[src/rtl/serial_adder_arbiter.sv]
`default_nettype none
// ============================================================================
// Module      : serial_adder_arbiter
// Description : Two requesters share one 2-bit full-adder slice through a
//               round-robin arbiter. An accepted WIDTH-bit addition runs
//               serially, least-significant slice first, with a registered
//               carry. The (WIDTH+1)-bit result is returned on a single
//               valid/ready response channel, tagged with the requester id.
//
// Ports       : clock, reset           - system clock, sync active-high reset
//               req0_valid/ready/a/b   - requester 0 operation channel
//               req1_valid/ready/a/b   - requester 1 operation channel
//               resp_valid/ready       - response handshake
//               resp_sum               - a+b, bit WIDTH is the final carry
//               resp_id                - requester index of the result
//               busy                   - high while running or holding a result
// Revision    : 1.0 - initial release
// ============================================================================
module serial_adder_arbiter #(
    parameter int WIDTH = 8
) (
    input  logic             clock,
    input  logic             reset,
    input  logic             req0_valid,
    output logic             req0_ready,
    input  logic [WIDTH-1:0] req0_a,
    input  logic [WIDTH-1:0] req0_b,
    input  logic             req1_valid,
    output logic             req1_ready,
    input  logic [WIDTH-1:0] req1_a,
    input  logic [WIDTH-1:0] req1_b,
    output logic             resp_valid,
    input  logic             resp_ready,
    output logic [WIDTH:0]   resp_sum,
    output logic             resp_id,
    output logic             busy
);

    localparam int SLICES = WIDTH / 2;
    localparam int CNT_W  = (SLICES > 1) ? $clog2(SLICES) : 1;
    localparam logic [CNT_W-1:0] C_LAST_SLICE = CNT_W'(SLICES - 1);

    typedef enum logic [1:0] {
        S_IDLE = 2'd0,
        S_RUN  = 2'd1,
        S_DONE = 2'd2
    } state_t;

    state_t           state_q, state_d;
    logic [WIDTH-1:0] a_q, a_d;
    logic [WIDTH-1:0] b_q, b_d;
    logic             id_q, id_d;
    logic             carry_q, carry_d;
    logic [CNT_W-1:0] cnt_q, cnt_d;
    logic             ptr_q, ptr_d;       // 0: req0 favoured, 1: req1 favoured
    logic [WIDTH-1:0] acc_q, acc_d;       // working sum, separate from resp_sum
    logic [WIDTH:0]   resp_sum_q, resp_sum_d;
    logic             resp_id_q, resp_id_d;

    logic             grant_valid;
    logic             grant_id;
    logic [2:0]       slice_sum;

    // Grant to the sole valid requester, or to the favoured one on contention.
    always_comb begin
        grant_valid = 1'b0;
        grant_id    = 1'b0;
        if (req0_valid && (!req1_valid || !ptr_q)) begin
            grant_valid = 1'b1;
            grant_id    = 1'b0;
        end else if (req1_valid) begin
            grant_valid = 1'b1;
            grant_id    = 1'b1;
        end
    end

    // Readys are forced low while reset is asserted so nothing is accepted.
    assign req0_ready = (state_q == S_IDLE) && !reset && grant_valid && !grant_id;
    assign req1_ready = (state_q == S_IDLE) && !reset && grant_valid &&  grant_id;

    // Shared 2-bit full-adder slice selected by the slice counter.
    assign slice_sum = {1'b0, a_q[{cnt_q, 1'b0} +: 2]}
                     + {1'b0, b_q[{cnt_q, 1'b0} +: 2]}
                     + {2'b00, carry_q};

    always_comb begin
        state_d    = state_q;
        a_d        = a_q;
        b_d        = b_q;
        id_d       = id_q;
        carry_d    = carry_q;
        cnt_d      = cnt_q;
        ptr_d      = ptr_q;
        acc_d      = acc_q;
        resp_sum_d = resp_sum_q;
        resp_id_d  = resp_id_q;

        case (state_q)
            S_IDLE: begin
                if (grant_valid) begin
                    a_d     = grant_id ? req1_a : req0_a;
                    b_d     = grant_id ? req1_b : req0_b;
                    id_d    = grant_id;
                    carry_d = 1'b0;
                    cnt_d   = '0;
                    ptr_d   = ~grant_id;
                    state_d = S_RUN;
                end
            end
            S_RUN: begin
                acc_d[{cnt_q, 1'b0} +: 2] = slice_sum[1:0];
                carry_d = slice_sum[2];
                cnt_d   = cnt_q + 1'b1;
                if (cnt_q == C_LAST_SLICE) begin
                    // Result becomes visible only once complete.
                    resp_sum_d = {slice_sum[2], acc_d};
                    resp_id_d  = id_q;
                    state_d    = S_DONE;
                end
            end
            S_DONE: begin
                if (resp_ready) begin
                    state_d = S_IDLE;
                end
            end
            default: begin
                state_d = S_IDLE;
            end
        endcase
    end

    always_ff @(posedge clock) begin
        if (reset) begin
            state_q    <= S_IDLE;
            a_q        <= '0;
            b_q        <= '0;
            id_q       <= 1'b0;
            carry_q    <= 1'b0;
            cnt_q      <= '0;
            ptr_q      <= 1'b0;
            acc_q      <= '0;
            resp_sum_q <= '0;
            resp_id_q  <= 1'b0;
        end else begin
            state_q    <= state_d;
            a_q        <= a_d;
            b_q        <= b_d;
            id_q       <= id_d;
            carry_q    <= carry_d;
            cnt_q      <= cnt_d;
            ptr_q      <= ptr_d;
            acc_q      <= acc_d;
            resp_sum_q <= resp_sum_d;
            resp_id_q  <= resp_id_d;
        end
    end

    assign resp_valid = (state_q == S_DONE);
    assign resp_sum   = resp_sum_q;
    assign resp_id    = resp_id_q;
    assign busy       = (state_q != S_IDLE);

endmodule
`default_nettype wire

[config.mk]
export PLATFORM = sky130hd
export DESIGN_NAME = serial_adder_arbiter
export DESIGN_NICKNAME = d
export VERILOG_FILES = /design/src/rtl/serial_adder_arbiter.sv
export SDC_FILE = /design/constraint.sdc
export NUM_CORES = 1
export LEC_CHECK = 0
export CORE_MARGIN = 8
export CORE_UTILIZATION = 49
export DETAILED_ROUTE_END_ITERATION = 8
export PLACE_DENSITY = 0.8
export SKIP_CTS_REPAIR_TIMING = 1
export SYNTH_ARGS = -nofsm -noshare
export SYNTH_HDL_FRONTEND = slang
export SYNTH_SLANG_ARGS = --single-unit
[constraint.sdc]
create_clock -name clock -period 3.41 [get_ports clock]
set_input_delay 0.682 -clock clock [delete_from_list [all_inputs] [get_ports clock]]
set_output_delay 0.682 -clock clock [all_outputs]
set_load 0.01 [all_outputs]
==> metrics <==
Final Critical Period=between 3000 and 4000 ps; Most common cell on crit path=clkdlybuf4s50_1; maximum vdd drop=0.272 mV; Startpoint Class=primary input; area delta synth->final=29.3%; final hold violation count=0; Routed Antenna Nets=0; Final period util=roughly 90%; CP required=2730 ps; Clock Pin Slew Worst Setup and Hold Paths=about 70 ps; Top Ports=roughly 50; vias in the first global route=1817; fraction of registers with async set/reset=0%; final setup skew=10.2 ps; mean area per synthesized cell=between 9 and 10 um2; DRC Markers=0; # setup viols final=0; WP buf/inv=2; CTS max path bufs=2; initial antenna violation count=0; Max Cap Viol=0; DIE AREA=0.00653 mm2; Row Count=23; Routed wire per std cell=16.1 um; Root Driver=clkbuf_8; initial core utilization=approximately half; Synth Instances=between 200 and 250; worst skew pair latency=roughly 300 ps; Post-Route Utilization=66.1%; CTS tree=done; Final Wtd Congestion=0.818; Layout Nets=310; uppermost routed layer=met4; met3 wire len=321 um; Max Transition Viols Final=0; Max FO, Critical Path=9; Fmax=329 MHz; number of diodes=0; critical path's slowest cell=clkdlybuf4s50_1; Initial DRC Count=130; worst path arrival time=approximately 2400 ps; Routed WL=about 5100 um; hpwl dp=3700 um; Crit path max-delay family=buffers and inverters; proportion of layout cells with a drive suffix above 1=roughly 9.8%; CP Cell Sequence=clkdlybuf4s50_1 -> nor3b_1 -> and3b_4 -> clkdlybuf4s50_1; Netlist cell types=37; Vias=approximately 1800; non-filler instance count after layout=316; cell count after placement=308; via density per instance=5.84; Power Density=398 mW/mm2; Leak=0.955 nW; EDFF count, synth=0; status=finished clean; CTS Buf Count=5; Initial DRT Pass Iterations=5; Primary FF master, synth=dfxtp_1; CP Class=primary input to output pin; met2 wire len=between 2000 and 2500 um; final setup TNS=0 ps; register area share after synthesis=between 30% and 40%; Die Y=80.8 um; clock sinks=41; synthesized flop and latch total=between 40 and 50; Routed met1 length=around 2200 um; Core ar.=between 0.004 and 0.005 mm2; Worst Setup End Kind=output pin; Yosys warning count=0; Tightest Pin Transition=780 ps; H-tree depth=2; GRT Residual Overflow=0; # port buffers=50; first-pass GRT wire length=around 8600 um; largest net degree at the start of global routing=30; Min-Delay Path Class=flop to flop; Die Wd=around 81 um; slowest stage delay, CP=560 ps; Slew HR=47.9%; RSZ-0062 raised after global routing=false; total global-route track usage=between 15 and 20%; Net Count, Synth=266; Mapped Area=between 0.002 and 0.0025 mm2
[power by group]
part | switching, W | internal, W
Clock | 0.000172 | 0.000183
Sequential | 0.0000189 | 0.000501
Combinational | 0.0000887 | 0.0000966
[registers in the layout, summed over array words and instances (netlist names)]
signal,cells
resp_sum,9
a_q,8
acc_q,8
b_q,8
cnt_q,2
state_q,2
carry_q,1
id_q,1
ptr_q,1
resp_id,1
[layout by cell type (no fill, tap or decap), types with 8 or more instances in the layout]
cell	n
clkdlybuf4s50_1	50
dfxtp_1	41
nor2_1	19
nand3_1	16
a21oi_1	14
nand2b_1	11
inv_1	8
a221oi_1	8
nor3_1	8
o21ai_0	8
nand2_1	8
a31oi_1	8
a221o_1	8
a32oi_1	8
[synth_stat cells, types with 2 or more instances]
cell | count | area, um2
a21oi_1 | 14 | 70.1
a221o_1 | 8 | 80.1
a221oi_1 | 8 | 70.1
a31oi_1 | 8 | 50.1
a32oi_1 | 8 | 70.1
and4bb_2 | 3 | 37.5
buf_2 | 10 | 50.1
buf_6 | 2 | 22.5
clkbuf_1 | 5 | 18.8
dfxtp_1 | 41 | 821
fa_1 | 2 | 40.0
ha_1 | 6 | 75.1
inv_1 | 8 | 30.0
mux4_2 | 4 | 90.1
nand2_1 | 8 | 30.0
nand2b_1 | 11 | 68.8
nand3_1 | 16 | 80.1
nand3b_1 | 5 | 37.5
nor2_1 | 19 | 71.3
nor2b_1 | 2 | 12.5
nor3_1 | 8 | 40.0
o211ai_1 | 3 | 22.5
o21ai_0 | 8 | 40.0
[metal layers]
metal	track usage, %	vias up
met3	4.30	9
li1	-	917
met4	8.04	0
met1	20.5	855
met2	26.1	63
met5	0	-
[cell families after synthesis]
| group | after synthesis | share of synthesized area [%] |
|---|---|---|
| AND/OR/NAND/NOR | 81 | 22.7 |
| AO/OA/AOI/OAI | 61 | 21.2 |
| flip-flops | 41 | 39.9 |
| buffers and inverters | 26 | 6.26 |
| adder cells (fa/ha/maj) | 8 | 5.59 |
| multiplexers | 4 | 4.37 |
[worst register-to-register path, cell delays in order (launching register included)]
cell	delay, ps
dfxtp_1	410
mux4_2	540
fa_1	440
fa_1	590
a221oi_1	350
nor3_1	90
[metrics by stage]
step / cell area, um2 / hold slack [ps] / total power [W] / worst slack, ps
after floorplan: 2060 / 432 / 0.000639 / 868
after global placement: 2560 / 456 / 0.000711 / 403
after detailed placement: 2560 / 456 / 0.000714 / 372
after CTS: 2660 / 470 / 0.00106 / 360
after global routing: 2660 / 503 / 0.00111 / 297
final: 2660 / 463 / 0.00106 / 373
[worst paths after layout]
kind | to | from | cells after the start | slack [ps]
worst min-delay path | resp_id | resp_id | 2 | 460
worst min register to register | resp_id | resp_id | 2 | 460
worst max register to register | resp_sum[5] | cnt_q[0] | 5 | 860
worst max-delay path | req1_ready | req1_valid | 4 | 370
[cell type report]
cell class	instances	area (um2)
Fill cell	335	1370
Multi-Input combinational cell	154	1110
Sequential cell	41	821
Timing Repair Buffer	55	538
Clock buffer	7	96.3
Tap cell	50	62.6
Inverter	8	30.0
Clock inverter	1	5.00
Note: power is estimated with default switching activity, not from simulation.
